### src/rtl/fetch_stage_if.sv
// Instruction-memory request/response bus between fetch_stage (master) and the memory (slave).
interface fetch_stage_if;
  logic        IMemReq;
  logic [15:0] IMemAddr;
  logic [15:0] IMemRdata;
  logic        IMemValid;

  modport master (
    output IMemReq,
    output IMemAddr,
    input  IMemRdata,
    input  IMemValid
  );

  modport slave (
    input  IMemReq,
    input  IMemAddr,
    output IMemRdata,
    output IMemValid
  );
endinterface

### src/rtl/fetch_stage.sv
// Fetch stage: single-outstanding instruction fetch feeding a 2-entry queue and the decode register.
// Optional redirect counter on RedirectCnt is built only when FETCH_REDIRECT_CNT_EN is defined.
module fetch_stage (
  input  logic          clk,
  input  logic          reset,
  input  logic          StallF,
  input  logic          StallD,
  input  logic          FlushD,
  input  logic          PCSrcE,
  input  logic [15:0]   BranchTargetE,
  fetch_stage_if.master imem,
  output logic [15:0]   InstrD,
  output logic [15:0]   PCPlus1D,
  output logic          ValidD
`ifdef FETCH_REDIRECT_CNT_EN
  ,
  output logic [15:0]   RedirectCnt
`endif
);

  logic [15:0]      pcf_q, pcf_d;
  logic [15:0]      req_pcp1_q, req_pcp1_d;
  logic             outst_q, outst_d;
  logic             drop_q, drop_d;
  logic [1:0][15:0] qi_q, qi_d;
  logic [1:0][15:0] qp_q, qp_d;
  logic             head_q, head_d;
  logic [1:0]       count_q, count_d;
  logic [15:0]      instrd_q, instrd_d;
  logic [15:0]      pcp1d_q, pcp1d_d;
  logic             validd_q, validd_d;

  logic issue;
  logic resp;
  logic push;
  logic pop;
  logic tail;

  always_comb begin
    // Reset gates the request combinationally so no pulse escapes while held in reset.
    issue = reset & ~StallF & ~PCSrcE & ~outst_q &
            ((count_q + {1'b0, outst_q}) < 2'd2);
    resp  = imem.IMemValid & outst_q;
    push  = resp & ~drop_q & ~PCSrcE;
    pop   = ~FlushD & ~StallD & (count_q != 2'd0);
    tail  = head_q ^ count_q[0];

    pcf_d      = pcf_q;
    req_pcp1_d = req_pcp1_q;
    outst_d    = outst_q;
    drop_d     = drop_q;
    qi_d       = qi_q;
    qp_d       = qp_q;
    head_d     = head_q;
    count_d    = count_q;
    instrd_d   = instrd_q;
    pcp1d_d    = pcp1d_q;
    validd_d   = validd_q;

    if (PCSrcE) begin
      pcf_d = BranchTargetE;
    end else if (issue) begin
      pcf_d      = pcf_q + 16'd1;
      req_pcp1_d = pcf_q + 16'd1;
    end

    if (issue) begin
      outst_d = 1'b1;
    end else if (resp) begin
      outst_d = 1'b0;
    end

    if (resp) begin
      drop_d = 1'b0;
    end
    if (PCSrcE && outst_q && !imem.IMemValid) begin
      drop_d = 1'b1;
    end

    if (push) begin
      qi_d[tail] = imem.IMemRdata;
      qp_d[tail] = req_pcp1_q;
    end

    if (PCSrcE) begin
      head_d  = 1'b0;
      count_d = 2'd0;
    end else begin
      head_d  = head_q ^ pop;
      count_d = count_q + {1'b0, push} - {1'b0, pop};
    end

    if (FlushD) begin
      instrd_d = 16'h0000;
      pcp1d_d  = 16'h0000;
      validd_d = 1'b0;
    end else if (!StallD) begin
      if (count_q != 2'd0) begin
        instrd_d = qi_q[head_q];
        pcp1d_d  = qp_q[head_q];
        validd_d = 1'b1;
      end else begin
        instrd_d = 16'h0000;
        validd_d = 1'b0;
      end
    end
  end

  always_ff @(posedge clk or negedge reset) begin
    if (!reset) begin
      pcf_q      <= 16'h0000;
      req_pcp1_q <= 16'h0000;
      outst_q    <= 1'b0;
      drop_q     <= 1'b0;
      qi_q       <= '0;
      qp_q       <= '0;
      head_q     <= 1'b0;
      count_q    <= 2'd0;
      instrd_q   <= 16'h0000;
      pcp1d_q    <= 16'h0000;
      validd_q   <= 1'b0;
    end else begin
      pcf_q      <= pcf_d;
      req_pcp1_q <= req_pcp1_d;
      outst_q    <= outst_d;
      drop_q     <= drop_d;
      qi_q       <= qi_d;
      qp_q       <= qp_d;
      head_q     <= head_d;
      count_q    <= count_d;
      instrd_q   <= instrd_d;
      pcp1d_q    <= pcp1d_d;
      validd_q   <= validd_d;
    end
  end

  assign imem.IMemReq  = issue;
  assign imem.IMemAddr = pcf_q;
  assign InstrD        = instrd_q;
  assign PCPlus1D      = pcp1d_q;
  assign ValidD        = validd_q;

`ifdef FETCH_REDIRECT_CNT_EN
  logic [15:0] rcnt_q, rcnt_d;

  always_comb begin
    rcnt_d = rcnt_q;
    if (PCSrcE && (rcnt_q != 16'hFFFF)) begin
      rcnt_d = rcnt_q + 16'd1;
    end
  end

  always_ff @(posedge clk or negedge reset) begin
    if (!reset) begin
      rcnt_q <= 16'h0000;
    end else begin
      rcnt_q <= rcnt_d;
    end
  end

  assign RedirectCnt = rcnt_q;
`endif

endmodule

### src/flat_wrapper.sv
// flat-port wrapper written by rule: the top's interface ports become plain ports
module fetch_stage_flat 
  (clk, reset, StallF, StallD, FlushD, PCSrcE, BranchTargetE, InstrD, PCPlus1D, ValidD, imem_IMemReq, imem_IMemAddr, imem_IMemRdata, imem_IMemValid);
  fetch_stage_if imem_i ();
  input  logic clk;
  input  logic reset;
  input  logic StallF;
  input  logic StallD;
  input  logic FlushD;
  input  logic PCSrcE;
  input  logic [15:0] BranchTargetE;
  output logic [15:0] InstrD;
  output logic [15:0] PCPlus1D;
  output logic ValidD;
  output wire logic [$bits(imem_i.IMemReq)-1:0] imem_IMemReq;
  output wire logic [$bits(imem_i.IMemAddr)-1:0] imem_IMemAddr;
  input wire logic [$bits(imem_i.IMemRdata)-1:0] imem_IMemRdata;
  input wire logic [$bits(imem_i.IMemValid)-1:0] imem_IMemValid;
  assign imem_IMemReq = imem_i.IMemReq;
  assign imem_IMemAddr = imem_i.IMemAddr;
  assign imem_i.IMemRdata = imem_IMemRdata;
  assign imem_i.IMemValid = imem_IMemValid;
  fetch_stage u_core (.clk(clk), .reset(reset), .StallF(StallF), .StallD(StallD), .FlushD(FlushD), .PCSrcE(PCSrcE), .BranchTargetE(BranchTargetE), .imem(imem_i), .InstrD(InstrD), .PCPlus1D(PCPlus1D), .ValidD(ValidD));
endmodule
### config.mk
export PLATFORM = sky130hd
export DESIGN_NAME = fetch_stage_flat
export DESIGN_NICKNAME = d
export VERILOG_FILES = /design/src/rtl/fetch_stage_if.sv /design/src/rtl/fetch_stage.sv /design/src/flat_wrapper.sv
export SDC_FILE = /design/constraint.sdc
export NUM_CORES = 1
export LEC_CHECK = 0
export CAP_MARGIN = 20
export CORE_ASPECT_RATIO = 0.75
export CORE_UTILIZATION = 57
export CTS_CLUSTER_DIAMETER = 60
export CTS_CLUSTER_SIZE = 30
export DETAILED_ROUTE_END_ITERATION = 8
export PLACE_DENSITY_LB_ADDON = 0.25
export SYNTH_ARGS = -nofsm -noshare
export SYNTH_HDL_FRONTEND = slang
export SYNTH_SLANG_ARGS = --single-unit
### constraint.sdc
create_clock -name clk -period 3 [get_ports clk]
set_input_delay 0.75 -clock clk [delete_from_list [all_inputs] [get_ports clk]]
set_output_delay 0.75 -clock clk [all_outputs]
set_load 0.05 [all_outputs]
# Word-level counts from Yosys, hierarchy flattened
# Cells that the tools add are included.
# word_totals
latchBits	0
mem_bits_ro	0
output_inout_bits	50
word_cells	74
ram_bits	0
inputBits	39
n_memories	0
regBits	134
# op_classes
div_mod_pow	0
n_eq_ne	1
n_shift	0
add_sub_neg	4
reduce_logical	11
mux	24
magnitude_cmp	4
mul	0
n_bitwise	17
# op_table
cell	count
$mux W16	13
$bwmux W32	2
$add A16 B1 Y16 const B	1
$demux W16 S1	1
$reduce_bool A2 Y1	5
$and A1 B1 Y1	9
$mux W1	7
$not A1 Y1	6
$add A2 B1 Y2	2
$lt A1 B2 Y1 const B	2
$reduce_and A2 Y1	2
$logic_and A1 B1 Y1	3
$lt A2 B2 Y1 const B	1
$mux W2	1
$ne A2 B1 Y1 const B	1
$sub A2 B1 Y2	1
$xor A1 B1 Y1	2
$ge A1 B1 Y1 const B	1
$logic_not A1 Y1	1

# Longest topological paths before layout
# Gate-level depths: netlist (run 1).
# depth
ltp_word	7
ltp_mapped	10
ltp_nobuf	8

# Least setup slack after synthesis (run 1)
# No wires, ideal clock.
# synth_timing
path_type	input to output
from	in StallF
to	out imem_IMemReq
t_arrival_ns	1.588
path_buffers	0
path_stages	3
required_ns	2.250
slack_ns	0.662
cell_sequence	nor4b_1 > nand2b_1 > inv_1
# synth_via
elab_chain_len	5
# synth_rtl
item	line_no	text
start, declared	flat_wrapper.sv:7	input logic StallF;
$not A1 Y1	fetch_stage.sv:41	issue = reset & ~StallF & ~PCSrcE & ~outst_q &
$and A1 B1 Y1 (4 in a row)	fetch_stage.sv:41	
end, declared	flat_wrapper.sv:15	output wire logic [$bits(imem_i.IMemReq)-1:0] imem_IMemReq;
# No other way between the ends.

# Worst setup path after layout (run 1)
# Ends and elaborated chain as after synthesis.

==> results of run 1 <==
[cells in the mapped netlist (all sizes together), types with 3 or more instances]
master,instances
dfrtp,134
mux2,66
nand2,57
o21ai,44
mux2i,33
clkbuf,19
o2bb2ai,16
xnor2,16
buf,14
xor2,12
nor2,9
nand3,8
nand4,7
nor4,7
inv,5
nor3,5
a21oi,3
ha,3
nand2b,3
nor2b,3
or3,3
[flip-flops by register name, indices dropped and copies added, names as in the netlist]
| register | count |
|---|---|
| u_core.drop_q | 1 |
| u_core.req_pcp1_q | 16 |
| u_core.ValidD | 1 |
| u_core.InstrD | 16 |
| u_core.qi_q | 32 |
| u_core.head_q | 1 |
| u_core.outst_q | 1 |
| u_core.imem.IMemAddr | 16 |
| u_core.qp_q | 32 |
| u_core.count_q | 2 |
| u_core.PCPlus1D | 16 |
[worst paths after layout]
check	end	from	slack (ns)	cells after the start
min	u_core.req_pcp1_q[14]	reset	0.13	1
max reg2reg	u_core.imem.IMemAddr[15]	u_core.imem.IMemAddr[2]	0.95	4
min in group clk	u_core.InstrD[12]	u_core.InstrD[12]	0.48	2
max	imem_IMemReq	StallF	0.21	5
min reg2reg	u_core.InstrD[12]	u_core.InstrD[12]	0.48	2
max in group asynchronous	u_core.head_q	reset	1.06	3
[power by group through the flow]
stage	combinational, W	clock (W)	sequential [W]
floorplan	0.000600	0	0.00244
global placement	0.000924	0	0.00239
detailed placement	0.000960	0	0.00241
CTS	0.000977	0.00227	0.00240
global route	0.00105	0.00234	0.00244
finish	0.000966	0.00225	0.00240
[final cells by class]
| type | count | area, um^2 | share of cell area |
|---|---|---|---|
| clock inverters | 9 | 145 | 0.0190 |
| clock buffers | 23 | 498 | 0.0652 |
| well taps | 136 | 170 | 0.0223 |
| repair buffers | 100 | 982 | 0.129 |
| inverters | 5 | 18.8 | 0.00246 |
| flip-flops and latches | 134 | 3350 | 0.439 |
| multi-input cells | 308 | 2470 | 0.323 |
[cells by family after synthesis]
kind of cell | count (synthesis) | synth area share
DFF | 134 | 0.560
buffers and inverters | 38 | 0.0290
xor gates and xnor gates | 28 | 0.0409
AOI/OAI and AO/OA | 66 | 0.0683
adders and majority gates | 3 | 0.00627
and+or+nand+nor | 112 | 0.0963
muxes | 99 | 0.199
[routing by layer]
layer / wire length (um) / global-route usage / up-vias / share of wire
met5: 0 / 0 / - / 0
met4: 126 / 0.0905 / 0 / 0.0099
met3: 516 / 0.0562 / 13 / 0.040
met2: 6030 / 0.382 / 97 / 0.47
met1: 6100 / 0.359 / 1998 / 0.48
li1: - / - / 1858 / -
[metrics by stage]
step	hold slack [ns]	total power, W	area (um^2)	setup WS [ns]	util
after CTS	0.116	0.00565	7640	0.217	0.745
after global placement	0.459	0.00332	7000	0.269	0.682
final	0.127	0.00562	7640	0.212	0.745
after floorplan	0.454	0.00304	5990	0.662	-
after global routing	0.116	0.00584	7640	0.141	0.745
after detailed placement	0.469	0.00337	7000	0.234	0.682
==> key figures, run 1 <==
Setup path
  – Slowest-stage cell, CP: clkdlybuf4s50_1
  – Buf+Inv Stages, Crit Path: 3
  – Critical path cell sequence: clkdlybuf4s50_1 > nor4b_2 > nand2b_1 > inv_1 > buf_4
  – CP max FO: 5
  – CP startpoint kind: primary input
  – Crit path DAT: between 2 and 2.5 ns
  – Worst Path Required: 2.25 ns
  – Top delay family on crit path: buffers and inverters
  – CP Class: in2out
  – CP peak stage delay: ~0.45 ns
  – Setup crit end kind: output pin

Global route
  – Vias in the first global route: a little over 4,000
  – Aggregate global routing overflow: 0
  – Largest net degree at the start of global routing: just under 70
  – GRT Overall Usage: 0.252
  – First-pass GRT wire length: approximately 21 mm
  – Initial antenna violation count: 0

Detailed routing
  – Total number of vias: slightly below 4,000
  – Via density: about 5.5
  – Routed WL: roughly 13 mm
  – DRT Pass-1 Iters: 5
  – Number of remaining DRC errors: 0
  – Initial drt markers: about 240
  – Routed wire per std cell: approximately 18 um
  – Antenna viol nets, final: 0

Clock network
  – CTS Root Cell: clkbuf_16
  – Clk_lat worst skew: 0.42 ns
  – CTS tree: done
  – TritonCTS Sinks: about 130
  – Worst-path clk slew: ~0.060 ns
  – Hold-fix buffers, CTS: 0
  – TritonCTS Buffers: 17
  – Longest Clk Path Bufs: 2
  – Postcts setup bufs: 0
  – Post-cts gate resize count: 0
  – H-Tree Depth: 4

Hold path
  – Worst min path class: in2async

Logic synthesis
  – Register area share after synthesis: 0.560
  – Post-synth top area share: 0.560
  – Flops & latches, synth: between 100 and 150
  – Post-synth net total: 522
  – Top cells by area, synth: dfrtp_1 56%, mux2_4 8.0%, mux2_2 5.8%, mux2i_1 5.5%, nand2_1 3.6%
  – Post-synth EDFFs: 0
  – Top FF cell, synth: dfrtp_1
  – Yosys cell types: 38
  – Leading area contributor after synthesis: dfrtp_1
  – Synth Instances: 480
  – Synth warn: 0
  – Synth Area per Inst: about 12 um^2
  – Ys async rst share: 1.00
  – Post-Syn Area: approximately 6000 um^2

Placement
  – Half-perimeter wire length after placement: between 8 and 9 mm
  – Buffers on Ports: between 80 and 90
  – Placed Cells incl. Taps: about 680
  – Routability Congestion: between 0.8 and 0.9

Power and ir drop
  – Logic pwr share: 0.172
  – Psw: approximately 0.0015 W
  – Switching power share of the total: 0.258
  – Power density cells: roughly 740 nW/um^2
  – Int Power: 0.00417 W
  – P_leak: 3.43 nW
  – Worst vdd ir: just over 0.4 mV
  – Clk pwr share: 0.401
  – Seq pwr share: 0.427

Finish
  – Antenna cell count: 0
  – Commonest non-fill, non-tap cells in the layout: 133 x dfrtp_1, 86 x clkdlybuf4s50_1, 57 x nand2_1
  – Synth-to-Final Area Change: 27.5%
  – Fin nets: between 600 and 700
  – Filler-free cell count of the finished design: about 700
  – Share of layout cells above drive strength 1: 0.206
  – Leading cell type in the layout, fill and taps excluded: dfrtp_1
  – FILL cells: between 600 and 700

Run status
  – Status: complete, no violations

Timing
  – Max Transition Viols Final: 0
  – Final Skew: around 0.0084 ns
  – Setup TNS: 0 ns
  – Final number of hold-violating endpoints: 0
  – # setup viols final: 0
  – Final min period: ~2.8 ns
  – RSZ-0062 raised after global routing: false
  – Fmax: 359 MHz
  – Max-slew headroom: 0.455
  – Slew of the pin with the lowest slew margin: between 0.8 and 0.9 ns
  – Final worst path period share: 0.929

Floorplan
  – Die X: 120 um
  – Row cnt: 32
  – Die height: around 91 um
  – Die area: about 11,000 um^2
  – I/O Pins: a little under 90
  – Core area: roughly 10,000 um^2
  – Effective utilization at floorplan: 0.584

Run
  – Max cap viols: 0
(Power assumes the default switching activity.)
==> run 2, diff against run 1 <==
- MAX_ROUTING_LAYER: not set -> met4
==> run 2 against run 1 <==
Compared with the run above: flip-flop and latch count unchanged; maximum frequency down 0.11%; first-iteration DRC count up 16%; setup slack worse by 0.0032 ns; clock skew down 0.0011 ns; clock power about the same; final area unchanged; critical endpoint unchanged; highest routed layer unchanged.
==> key figures, run 2 (synthesis results as in run 1) <==
Power and ir drop
  – Power density cells: 736 nW/um^2 (about the same)
  – Clk pwr share: 0.401 (about the same)
  – P_leak: 3.43 nW (unchanged)
  – Final Total Pwr: 0.00562 W (about the same)
  – Int Power: 0.00417 W (about the same)
  – Psw: 0.00145 W (about the same)
  – Seq pwr share: 0.427 (about the same)
  – Logic pwr share: 0.172 (about the same)
  – Switching power share of the total: 0.258 (about the same)
  – Worst vdd ir: 0.415 mV (+0.41%)

Global route
  – Vias in the first global route: 4,115 (-0.049%)
  – First-pass GRT wire length: 21.0 mm (+0.23%)
  – Aggregate global routing overflow: 0 (unchanged)
  – Largest net degree at the start of global routing: 69 (unchanged)
  – Initial antenna violation count: 0 (unchanged)
  – GRT Overall Usage: 0.261 (+0.00824)

Finish
  – Fin nets: 608 (unchanged)
  – Largest registers: u_core.qi_q x32, u_core.qp_q x32
  – Final core occ: 0.745 (unchanged)
  – Synth-to-Final Area Change: 27.5% (unchanged)
  – Leading cell type in the layout, fill and taps excluded: dfrtp_1
  – Share of layout cells above drive strength 1: 0.206 (unchanged)
  – Filler-free cell count of the finished design: 715 (unchanged)
  – Commonest non-fill, non-tap cells in the layout: 133 x dfrtp_1, 86 x clkdlybuf4s50_1, 57 x nand2_1
  – Antenna cell count: 0 (unchanged)

Detailed routing
  – Initial drt markers: 272 (+16%)
  – Routed WL: 12.8 mm (+0.26%)
  – Via density: 5.58 (+0.66%)
  – Number of remaining DRC errors: 0 (unchanged)
  – Antenna viol nets, final: 0 (unchanged)
  – Total number of vias: 3,992 (+0.66%)
  – DRT Pass-1 Iters: 6 (+1)
  – Routed wire per std cell: 17.9 um (+0.26%)

Floorplan
  – Effective utilization at floorplan: 0.584 (unchanged)
  – Core area: 10,200 um^2 (unchanged)
  – Die area: 10,900 um^2 (unchanged)
  – I/O Pins: 89 (unchanged)
  – Die height: 90.8 um (unchanged)
  – Die X: 120 um (unchanged)
  – Row cnt: 32 (unchanged)

Clock network
  – H-Tree Depth: 4 (unchanged)
  – Hold-fix buffers, CTS: 0 (unchanged)
  – TritonCTS Sinks: 134 (unchanged)
  – Clk_lat worst skew: 0.42 ns (about the same)
  – CTS tree: done
  – Post-cts gate resize count: 0 (unchanged)
  – TritonCTS Buffers: 17 (unchanged)
  – Longest Clk Path Bufs: 2 (unchanged)
  – CTS Root Cell: clkbuf_16
  – Worst-path clk slew: 0.06 ns (about the same)
  – Postcts setup bufs: 0 (unchanged)

Run
  – Max cap viols: 0 (unchanged)

Setup path
  – Setup crit end kind: output pin
  – Worst Path Required: 2.25 ns (about the same)
  – CP max FO: 5 (unchanged)
  – CP Class: in2out
  – Crit path DAT: 2.04 ns (about the same)
  – CP startpoint kind: primary input

Hold path
  – Worst min path class: in2async

Placement
  – Placed Cells incl. Taps: 683 (unchanged)
  – Half-perimeter wire length after placement: 8.04 mm (unchanged)
  – Routability Congestion: 0.825 (+1.5%)
  – Buffers on Ports: 88 (unchanged)

Timing
  – Slew of the pin with the lowest slew margin: 0.822 ns (+0.00522 ns)
  – Final Skew: 0.00736 ns (-0.00106 ns)
  – Setup TNS: 0 ns (unchanged)
  – Final number of hold-violating endpoints: 0 (unchanged)
  – Max Transition Viols Final: 0 (unchanged)
  – # setup viols final: 0 (unchanged)
  – Fmax: 358 MHz (-0.11%)
  – Max-slew headroom: 0.452 (-0.00348)
  – RSZ-0062 raised after global routing: false
  – WHS: 0.125 ns (-0.00155 ns)
  – Final min period: 2.79 ns (+0.00316 ns)
  – Final worst path period share: 0.930 (+0.00105)

Run status
  – Status: complete, no violations
run 2: cell counts in the layout (fill, tap and decap cells not counted):
No cell type changed its count.
run 2: power groups by stage:
stage / logic [W] / clock network, W / registers [W]
finish: 0.000966 / 0.00225 / 0.00240
global route: 0.00105 / 0.00235 / 0.00244
CTS: 0.000977 / 0.00227 / 0.00240
detailed placement: 0.000960 / 0 / 0.00241
global placement: 0.000924 / 0 / 0.00239
floorplan: 0.000600 / 0 / 0.00244
run 2: layout make-up:
class | instances | area (um^2)
clock buffer | 23 | 498
fill | 673 | 2610
inverter | 5 | 18.8
multi-input combinational | 308 | 2470
timing repair buffer | 100 | 982
tap | 136 | 170
sequential | 134 | 3350
clock inverter | 9 | 145
run 2: worst paths after layout:
path | slack (ns) | cells past startpoint | end | from
setup reg to reg | 0.91 | 4 | u_core.imem.IMemAddr[15] | u_core.imem.IMemAddr[2]
setup / recovery | 0.21 | 5 | imem_IMemReq | StallF
hold reg to reg | 0.48 | 2 | u_core.InstrD[12] | u_core.InstrD[12]
max in group asynchronous | 1.06 | 3 | u_core.head_q | reset
hold / removal | 0.13 | 1 | u_core.req_pcp1_q[14] | reset
min in group clk | 0.48 | 2 | u_core.InstrD[12] | u_core.InstrD[12]
run 2: metrics by stage:
step                setup WS (ns)  cell area (um^2)
finish                      0.209              7640
floorplan                   0.662              5990
CTS                         0.217              7640
global route                0.141              7640
global placement            0.269              7000
detailed placement          0.234              7000
run 2: worst max-delay path, cell delays in order:
cell and delay (ns):
clkdlybuf4s50_1 0.46, nor4b_2 0.31, nand2b_1 0.15, inv_1 0.15
buf_4 0.22
run 2: routing by layer:
metal | global-route usage | wire [um] | vias up
met4 | 0.0813 | 124 | 0
met1 | 0.363 | 6080 | 2015
met5 | - | 0 | -
met3 | 0.0612 | 569 | 14
li1 | - | - | 1852
met2 | 0.380 | 6030 | 111
==> run 3, diff against run 2 <==
- CORE_UTILIZATION: 57 -> 55
==> run 3 against run 2 <==
Compared with the run above: register-to-register slack got worse by 0.03 ns; sequential share of layout area decreased by 0.16 points; critical path depth unchanged; non-clock buffer count increased by 1; critical endpoint unchanged; largest cell class unchanged.
==> key figures, run 3 (synthesis results as in run 1) <==
Run status
  – Status: complete, no violations

Setup path
  – Worst Path Required: 2.25 ns (about the same)
  – CP startpoint kind: primary input
  – Worst R2R Path Depth: 4 (unchanged)
  – R2R Setup Slk: 0.88 ns (-0.03 ns)
  – Setup crit end kind: output pin
  – CP Class: in2out
  – Crit path DAT: 1.99 ns (-0.05 ns)
  – Reg2reg end: u_core.imem.IMemAddr[15]
  – RR Startpoint: u_core.imem.IMemAddr[2]
  – CP max FO: 9 (+4)

Timing
  – Setup ws final: 0.258 ns (+0.0488 ns)
  – Final min period: 2.74 ns (-0.0488 ns)
  – Final worst path period share: 0.914 (-0.0163)
  – RSZ-0062 raised after global routing: false
  – Final Skew: 0.00681 ns (-0.000549 ns)
  – Final number of hold-violating endpoints: 0 (unchanged)
  – Fmax: 365 MHz (+1.8%)
  – # setup viols final: 0 (unchanged)
  – Max Transition Viols Final: 0 (unchanged)
  – Slew of the pin with the lowest slew margin: 0.949 ns (+0.127 ns)
  – Setup TNS: 0 ns (unchanged)
  – Max-slew headroom: 0.367 (-0.0845)

Placement
  – Routability Congestion: 0.861 (+4.4%)
  – Half-perimeter wire length after placement: 8.02 mm (-0.15%)
  – Setup WS pre-CTS: 0.253 ns (+0.0187 ns)
  – Buffers on Ports: 88 (unchanged)

Global route
  – Initial antenna violation count: 0 (unchanged)
  – Aggregate global routing overflow: 0 (unchanged)
  – First-pass GRT wire length: 21.0 mm (+0.30%)
  – Vias in the first global route: 4,151 (+0.87%)
  – Largest net degree at the start of global routing: 79 (+14%)
  – GRT Overall Usage: 0.257 (-0.00395)

Finish
  – Synth-to-Final Area Change: 28.0%
  – Largest registers: u_core.qi_q x32, u_core.qp_q x32
  – FILL cells: 673 (unchanged)
  – Commonest non-fill, non-tap cells in the layout: 133 x dfrtp_1, 86 x clkdlybuf4s50_1, 57 x nand2_1
  – Antenna cell count: 0 (unchanged)
  – Fin nets: 609 (+0.16%)
  – Share of layout cells above drive strength 1: 0.207 (+0.00137)
  – Leading cell type in the layout, fill and taps excluded: dfrtp_1

Clock network
  – Hold-fix buffers, CTS: 0 (unchanged)
  – Post-cts gate resize count: 0 (unchanged)
  – Postcts setup bufs: 0 (unchanged)
  – Longest Clk Path Bufs: 2 (unchanged)
  – Clk_lat worst skew: 0.41 ns (about the same)
  – TritonCTS Sinks: 134 (unchanged)
  – CTS Root Cell: clkbuf_16
  – TritonCTS Buffers: 17 (unchanged)
  – Worst-path clk slew: 0.06 ns (about the same)
  – H-Tree Depth: 4 (unchanged)
  – CTS tree: done

Power and ir drop
  – Worst vdd ir: 0.540 mV (+30%)
  – Power density cells: 743 nW/um^2 (+1.0%)
  – P_leak: 3.43 nW (about the same)

Floorplan
  – Die height: 92.4 um (+1.8%)
  – Effective utilization at floorplan: 0.573 (-0.0112)
  – Die area: 11,300 um^2 (+3.6%)
  – Die X: 123 um (+1.8%)
  – Core area: 10,500 um^2 (+2.0%)
  – I/O Pins: 89 (unchanged)
  – Row cnt: 32 (unchanged)

Detailed routing
  – Number of remaining DRC errors: 0 (unchanged)
  – Antenna viol nets, final: 0 (unchanged)
  – DRT Pass-1 Iters: 5 (-1)
  – Routed WL: 12.8 mm (about the same)
  – Routed wire per std cell: 17.9 um (-0.11%)
  – Initial drt markers: 220 (-19%)
  – Via density: 5.53 (-0.92%)
  – Total number of vias: 3,961 (-0.78%)

Hold path
  – Worst min path class: in2async

Run
  – Max cap viols: 0 (unchanged)
-- run 3: worst max-delay path by stage --
stage	slack (ns)	startpoint	cells after the start	end
after floorplan	0.66	StallF	3	imem_IMemReq
after global placement	0.26	StallF	5	imem_IMemReq
after detailed placement	0.25	PCSrcE	5	imem_IMemReq
after CTS	0.25	PCSrcE	5	imem_IMemReq
after global routing	0.20	StallF	5	imem_IMemReq
final	0.26	PCSrcE	5	imem_IMemReq
-- run 3: power breakdown --
group	switching (W)	internal (W)
Sequential	0.000261	0.00215
Clock	0.000779	0.00154
Combinational	0.000440	0.000531
-- run 3: critical path, cell delays in order --
cell	delay, ns
clkdlybuf4s50_1	0.50
buf_4	0.21
nand2b_1	0.17
inv_1	0.14
buf_4	0.22
-- run 3: metal layers --
layer  wire length (um)  GRT usage
met1               6170      0.363
met2               5960      0.363
met3                564     0.0690
met4                126     0.0762
met5                  0          -
-- run 3: cell type report --
class	instances	area [um^2]	area share
tap	136	170	0.0222
sequential	134	3350	0.438
clock buffer	21	470	0.0614
clock inverter	11	193	0.0251
multi-input combinational	308	2470	0.322
inverter	5	18.8	0.00245
timing repair buffer	101	990	0.129
-- run 3: per-stage QoR --
step           area, um^2   util  std cells  total power [W]  hold WS [ns]
2_1_floorplan        5990      -        480          0.00304         0.454
3_3_place_gp         7000  0.670        684          0.00332         0.459
3_5_place_dp         7000  0.670        684          0.00338         0.473
4_1_cts              7670  0.734        716          0.00574         0.104
5_1_grt              7670  0.734        716          0.00594        0.0965
6_report             7670  0.734        716          0.00570         0.118
